<file path="config.mk">
export PLATFORM = sky130hd
export DESIGN_NAME = fu_result_merge
export DESIGN_NICKNAME = d
export VERILOG_FILES = /design/src/rtl/fu_result_merge.sv
export SDC_FILE = /design/constraint.sdc
export NUM_CORES = 1
export LEC_CHECK = 0
export ABC_AREA = 1
export CAP_MARGIN = 20
export CORE_ASPECT_RATIO = 0.7
export CORE_MARGIN = 2
export CORE_UTILIZATION = 54
export DETAILED_ROUTE_END_ITERATION = 7
export GPL_ROUTABILITY_DRIVEN = 0
export MAX_ROUTING_LAYER = met4
export PLACE_DENSITY = 0.9
export SETUP_SLACK_MARGIN = 0.05
export SYNTH_ARGS = -nofsm -noshare
export SYNTH_HDL_FRONTEND = slang
export SYNTH_SLANG_ARGS = --single-unit
export TNS_END_PERCENT = 5
</file>
<file path="constraint.sdc">
create_clock -name clk -period 5.3 [get_ports clk]
set_input_delay 1.325 -clock clk [delete_from_list [all_inputs] [get_ports clk]]
set_output_delay 1.325 -clock clk [all_outputs]
set_load 0.01 [all_outputs]
</file>
<file path="src/rtl/fu_result_merge.sv">
// Merges an unbuffered simple-FU result stream with a FIFO-buffered complex-FU stream into one output register.
// Define FU_MERGE_STARVE_GUARD_EN to compile in the starvation counter that forces a FIFO grant after STARVE_LIMIT losses.
module fu_result_merge #(
    parameter int PKT_W        = 64,
    parameter int CFIFO_DEPTH  = 4,
    parameter int STARVE_LIMIT = 4
) (
    input  logic             clk,
    input  logic             reset,
    input  logic             flush,
    input  logic             simple_valid_i,
    input  logic [PKT_W-1:0] simple_pkt_i,
    output logic             simple_ready_o,
    input  logic             complex_valid_i,
    input  logic [PKT_W-1:0] complex_pkt_i,
    output logic             complex_ready_o,
    output logic             out_valid_o,
    output logic [PKT_W-1:0] out_pkt_o,
    input  logic             out_ready_i
);

    localparam int PTR_W = $clog2(CFIFO_DEPTH);
    localparam int CNT_W = PTR_W + 1;
    localparam logic [CNT_W-1:0] DEPTH_C = CNT_W'(CFIFO_DEPTH);

    logic [PKT_W-1:0] r_mem [CFIFO_DEPTH];
    logic [PTR_W-1:0] r_wptr;
    logic [PTR_W-1:0] r_rptr;
    logic [CNT_W-1:0] r_count;

    logic w_load_en;
    logic w_fifo_ne;
    logic w_force_fifo;
    logic w_grant_fifo;
    logic w_grant_simple;
    logic w_push;
    logic w_pop;

    assign w_load_en = !out_valid_o || out_ready_i;
    assign w_fifo_ne = (r_count != {CNT_W{1'b0}});

`ifdef FU_MERGE_STARVE_GUARD_EN
    localparam int STARVE_W = $clog2(STARVE_LIMIT + 1);
    localparam logic [STARVE_W-1:0] STARVE_MAX = STARVE_W'(STARVE_LIMIT);

    logic [STARVE_W-1:0] r_starve_cnt;

    assign w_force_fifo = (r_starve_cnt == STARVE_MAX);

    // Count consecutive losses of a waiting FIFO head; any pop or empty FIFO clears it.
    always_ff @(posedge clk or posedge reset) begin
        if (reset) begin
            r_starve_cnt <= {STARVE_W{1'b0}};
        end else if (flush || w_pop || !w_fifo_ne) begin
            r_starve_cnt <= {STARVE_W{1'b0}};
        end else if (w_load_en && w_grant_simple && (r_starve_cnt != STARVE_MAX)) begin
            r_starve_cnt <= r_starve_cnt + STARVE_W'(1);
        end else begin
            r_starve_cnt <= r_starve_cnt;
        end
    end
`else
    assign w_force_fifo = 1'b0;
`endif

    assign w_grant_fifo   = w_load_en && w_fifo_ne && (!simple_valid_i || w_force_fifo);
    assign w_grant_simple = w_load_en && simple_valid_i && !w_grant_fifo;

    // Ready outputs are combinational but forced low during flush and while reset is held.
    assign simple_ready_o  = w_grant_simple && !flush && !reset;
    assign complex_ready_o = (r_count < DEPTH_C) && !flush && !reset;

    assign w_push = complex_valid_i && complex_ready_o;
    assign w_pop  = w_grant_fifo && !flush;

    // FIFO storage has no reset; validity is tracked entirely by the pointers and count.
    always_ff @(posedge clk) begin
        if (w_push) begin
            r_mem[r_wptr] <= complex_pkt_i;
        end
    end

    // FIFO bookkeeping; pointer arithmetic wraps because the depth is a power of two.
    always_ff @(posedge clk or posedge reset) begin
        if (reset) begin
            r_wptr  <= {PTR_W{1'b0}};
            r_rptr  <= {PTR_W{1'b0}};
            r_count <= {CNT_W{1'b0}};
        end else if (flush) begin
            r_wptr  <= {PTR_W{1'b0}};
            r_rptr  <= {PTR_W{1'b0}};
            r_count <= {CNT_W{1'b0}};
        end else begin
            r_wptr  <= w_push ? (r_wptr + PTR_W'(1)) : r_wptr;
            r_rptr  <= w_pop  ? (r_rptr + PTR_W'(1)) : r_rptr;
            r_count <= r_count + CNT_W'(w_push) - CNT_W'(w_pop);
        end
    end

    // Single output stage: loads the granted packet, holds under backpressure.
    always_ff @(posedge clk or posedge reset) begin
        if (reset) begin
            out_valid_o <= 1'b0;
            out_pkt_o   <= {PKT_W{1'b0}};
        end else if (flush) begin
            out_valid_o <= 1'b0;
            out_pkt_o   <= out_pkt_o;
        end else if (w_load_en) begin
            if (w_grant_fifo) begin
                out_valid_o <= 1'b1;
                out_pkt_o   <= r_mem[r_rptr];
            end else if (w_grant_simple) begin
                out_valid_o <= 1'b1;
                out_pkt_o   <= simple_pkt_i;
            end else begin
                out_valid_o <= 1'b0;
                out_pkt_o   <= out_pkt_o;
            end
        end else begin
            out_valid_o <= out_valid_o;
            out_pkt_o   <= out_pkt_o;
        end
    end

endmodule

</file>
# Word level (Yosys, flattened, before mapping)

Memories as Yosys holds them, arrays and structs flattened.
Cells that the tools add are included.

Flip-flop bits (word level): 72
RAM bits: 256
Input port bits: 134
Logic and storage cells: 47
Memories kept: 1

$add $sub $neg: 4
Magnitude comparators: 1
Mux-type cells: 13
Bitwise operators: 1
Reductions and logical operators: 22

Memories:

| name  | depth | width | read ports | clocked after Yosys merged registers in | wr ports | line | RTL |
|---|---|---|---|---|---|---|---|
| r_mem | 4     | 64    | 1          | 0                                       | 1        | 26   | `logic [PKT_W-1:0] r_mem [CFIFO_DEPTH];` |

Operator list:

| cell                                        | number |
|---|---|
| 2-to-1 mux 64 bit                           | 2 |
| logical AND 1 bit                           | 10 |
| 2-to-1 mux 2 bit                            | 4 |
| nonzero test 2 bit                          | 4 |
| 2-to-1 mux 1 bit                            | 6 |
| logical NOT 1 bit                           | 5 |
| adder 2 x 1 -> 2 bit, second input constant | 2 |
| adder 3 x 1 -> 3 bit                        | 1 |
| < comparator 3 bit, second input constant   | 1 |
| 2-to-1 mux 3 bit                            | 1 |
| AND reduction 3 bit                         | 1 |
| nonzero test 3 bit                          | 1 |
| subtractor 3 x 1 -> 3 bit                   | 1 |
| logical OR 1 bit                            | 1 |
| inverter 1 bit                              | 1 |

# Depth between registers and ports, before layout

Depth after elaboration: 10
Mapped depth: 12

# Least setup slack after synthesis

OpenSTA, ideal clock, no wires.

Kind: input to register
Start point: input port reset
End point: memory r_mem[0][0] (enable)
Library setup time: 0.486 ns
Arrival: 6.126 ns
Required time: 4.814 ns
Path slack: -1.312 ns
Cell stages on the path: 3
Cells stage by stage: inv_1 > nand4_1 > nor2_1

Longest elaborated chain between the ends: 5

RTL lines:

| what                                   | line | RTL |
|---|---|---|
| start, declared                        | 9    | `input logic reset,` |
| logical NOT 1 bit (no line)            | -    |  |
| logical AND 1 bit                      | 71   | `assign complex_ready_o = (r_count < DEPTH_C) && !flush && !reset;` |
| logical AND 1 bit                      | 73   | `assign w_push = complex_valid_i && complex_ready_o;` |
| 2-to-1 mux 1 bit                       | 78   | `if (w_push) begin` |
| 2-to-1 mux 1 bit (implied by the code) | 79   | `r_mem[r_wptr] <= complex_pkt_i;` |
| end, declared                          | 26   |  |

Every way passes these cells.

# Worst setup path in the final report

Start point: input port flush
End point: output port simple_ready_o

Longest elaborated chain between the ends: 3

RTL lines:

| what                           | line | RTL |
|---|---|---|
| start, declared                | 10   | `input logic flush,` |
| logical NOT 1 bit              | 70   | `assign simple_ready_o = w_grant_simple && !flush && !reset;` |
| logical AND 1 bit (2 in a row) | 70   |  |
| end, declared                  | 13   | `output logic simple_ready_o,` |

Every way passes these cells.

==> results_dict.tcl <==
set metrics [dict create \
    run_status "complete, no violations" \
    layout_worst_path_cycle_share 0.789 \
    maxSlewViolCount 0 \
    yosysTopAreaCellShare 0.566 \
    design.portCount 201 \
    critical_path_required_ns 3.97 \
    mappedNetlistNets 1436 \
    clk_pin_slew_worst_paths_ns 0.06 \
    avgViaCountPerCell 5.26 \
    hold_path.startpoint "out_pkt_o[44]" \
    worst_r2r_endpoint "out_pkt_o[48]" \
    antenna_violating_nets_post_route 0 \
    detailroute.wirelength.met2_um 14800 \
    worst_path_maximum_fanout 8 \
    routedLengthMet1_um 14100 \
    yosys_register_bits 328 \
    yosys.area.top_type "sky130_fd_sc_hd__edfxtp_1" \
    nature_of_the_critical_path_endpoint "output port" \
    fin_worst_hold_slack_ns 0.480 \
    postLayoutCellArea_mm2 0.0168 \
    seq_area_frac_synth 0.698 \
    cts_repair_resize_count 0 \
    cts_buffer_depth 3 \
    arrival_ns 2.86 \
    clock-sinks 328 \
    grt_start_max_net_pins 73 \
    detailed_place_hpwl_um 19000 \
    syn_area_per_cell_um2 10.5 \
    whs_endpoint "out_pkt_o[44]" \
    fmax_mhz 239 \
    postSynthCellCount 1295 \
    final_hold_viol_count 0 \
    fp.dieArea_mm2 0.0265 \
    hold_path_class "flip-flop to flip-flop" \
    drt_first_pass_iters 7 \
    fin_skew_ns 0.0116 \
    first_global_vias 9339 \
    cts_buffers 31 \
    synthTopCellsByCount "585 x sky130_fd_sc_hd__nand2_1, 256 x sky130_fd_sc_hd__edfxtp_1, 198 x sky130_fd_sc_hd__nand3_1, 80 x sky130_fd_sc_hd__inv_1, 72 x sky130_fd_sc_hd__dfrtp_1" \
    async_reset_ff_frac 0.220 \
    max_slew.worst_pin.slew_ns 1.00 \
    chipWidth_um 194 \
    detail_route.drc_violations 0 \
    layout-area-overhead-vs-synth_pct 23.9 \
    yosys_most_used_dff "sky130_fd_sc_hd__edfxtp_1" \
    power.share.clock 0.288 \
    synthDistinctLibCells 23 \
    number_of_max_cap_violations 0 \
    holdBufCountCts 0 \
    pwr-share-seq 0.440 \
    route.top_layer_used "met4" \
    dr.first_iter.drc_count 727 \
    grt.overflow.total 0 \
    dieHeight_um 137 \
    final.fill_count 1738 \
    yosys.cell_count.top_type "sky130_fd_sc_hd__nand2_1" \
    reg2reg_from "r_rptr[0]" \
    power.internal_uw 5200 \
    cts.repair_timing.setup_buffer_count 0 \
    placement.io_buffers 200 \
    drt-wirelength-per-cell_um 17.4 \
    antenna_found_initial 2 \
    clock_insertion_delay_worst_skew_ns 0.55 \
    dr_wl_met3_um 2380 \
    initial_utilization 0.550 \
    timing.critical_path.from_type "primary input" \
    synth-edff-count 256 \
    cts_htree_levels 1 \
    worst-r2r-setup-slack_ns 2.56 \
    post_route_cells_drive_above_1_share 0.0540 \
    power.share.switching 0.308 \
    min_period_ns 4.18 \
    timing_worst_setup_path_type "primary input to output port" \
    drt-total-wl_um 31800 \
    grt_usage 0.246 \
    fp.coreArea_mm2 0.0247 \
    clock_tree_from_tritoncts "done" \
    powerDensity_mw_per_mm2 446 \
    layout.cells.non_filler 1827 \
    finish.net_count 1617 \
    whs_path_depth 2 \
    leakagePower_uw 0.00698 \
    placed_area_mm2 0.0158 \
    post_synth_instance_area_mm2 0.0136 \
    worst_supply_voltage_drop_on_vdd_mv 0.345 \
    global_route_wire_length_before_repair_um 49300 \
    max_slew_margin 0.329 \
    worst-r2r-cell-count 8 \
    rsz0062_at_grt "no" \
    ys_top_cells_by_area "sky130_fd_sc_hd__edfxtp_1 57%, sky130_fd_sc_hd__nand2_1 16%, sky130_fd_sc_hd__dfrtp_1 13%, sky130_fd_sc_hd__nand3_1 7.3%, sky130_fd_sc_hd__inv_1 2.2%" \
    clk_root_buffer_cell "sky130_fd_sc_hd__clkbuf_16" \
    synth_warn 0 \
    comb_power_share 0.272 \
    vias 9606 \
    placement_rows 48 \
    net-switching-power_uw 2310 \
    dp.cells 1767 \
    finalSetupViolations 0 \
]
-- kinds of logic after synthesis --
group | synth area share
simple gates | 0.240
flops | 0.698
buf+inv | 0.0509
compound gates | 0.00295
fa+ha+maj | 0.00700
xor+xnor | 0.000645
-- routing by layer --
layer | up-vias | track usage
li1 | 4627 | -
met5 | - | -
met3 | 47 | 0.0485
met1 | 4558 | 0.335
met2 | 374 | 0.390
met4 | 0 | 0.0589
-- worst max-delay path, stage by stage --
cell and delay, ns:
sky130_fd_sc_hd__clkdlybuf4s50_1 0.55, sky130_fd_sc_hd__inv_1 0.25, sky130_fd_sc_hd__nand3_1 0.10, sky130_fd_sc_hd__nor2_1 0.09, sky130_fd_sc_hd__clkdlybuf4s50_1 0.53
-- power groups by stage --
stage | clock [uW] | sequential, uW | combinational (uW)
after floorplan | 0 | 3390 | 1080
after global placement | 0 | 3340 | 1960
after detailed placement | 0 | 3350 | 2030
after CTS | 2200 | 3300 | 2050
after global routing | 2300 | 3340 | 2260
final | 2170 | 3300 | 2040
-- layout make-up --
| type | instances | area [um2] | area share |
|---|---|---|---|
| clock buffer | 36 | 815 | 0.0484 |
| multi-input combinational | 814 | 3440 | 0.204 |
| inverter | 83 | 315 | 0.0187 |
| sequential | 328 | 9490 | 0.564 |
| antenna | 2 | 5.00 | 0.000297 |
| timing repair buffer | 218 | 2170 | 0.129 |
| tap | 325 | 407 | 0.0242 |
| clock inverter | 21 | 185 | 0.0110 |
-- registers in the layout, summed over array words and instances, names as in the netlist --
| name | flops |
|---|---|
| out_pkt_o | 64 |
| r_rptr | 2 |
| r_mem | 256 |
| r_wptr | 2 |
| r_count | 3 |
| out_valid_o | 1 |
-- worst max path at each step --
stage          start             end  slack [ns]  cells past startpoint
2_1_floorplan  reset     r_mem[0][0]       -0.39                      3
3_3_place_gp   flush  simple_ready_o        1.15                      5
3_5_place_dp   flush    r_mem[1][11]        1.09                      5
4_1_cts        flush  simple_ready_o        1.12                      5
5_1_grt        flush  simple_ready_o        1.02                      5
6_report       flush  simple_ready_o        1.12                      5
-- layout by cell type (no fill, tap or decap), types with 3 or more instances in the layout --
master	n
sky130_fd_sc_hd__edfxtp_1	256
sky130_fd_sc_hd__ha_1	6
sky130_fd_sc_hd__clkbuf_1	3
sky130_fd_sc_hd__clkbuf_16	31
sky130_fd_sc_hd__a21oi_1	4
sky130_fd_sc_hd__nor2_1	5
sky130_fd_sc_hd__dfrtp_1	70
sky130_fd_sc_hd__inv_2	3
sky130_fd_sc_hd__clkinv_1	6
sky130_fd_sc_hd__inv_1	78
sky130_fd_sc_hd__nor2_4	5
sky130_fd_sc_hd__clkdlybuf4s50_1	200
sky130_fd_sc_hd__buf_4	16
sky130_fd_sc_hd__clkinv_2	9
sky130_fd_sc_hd__bufinv_16	3
sky130_fd_sc_hd__nand3_1	198
sky130_fd_sc_hd__nand2_1	583
-- stage by stage --
stage	utilization	worst slack (ns)	total power, uW	TNS (ns)
final	0.682	1.12	7510	0
after global routing	0.682	1.02	7900	0
after CTS	0.681	1.12	7550	0
after detailed placement	0.640	1.09	5380	0
after global placement	0.640	1.15	5300	0
after floorplan	-	-0.391	4470	-100.20
No activity file was read; power rests on OpenSTA's default activity.
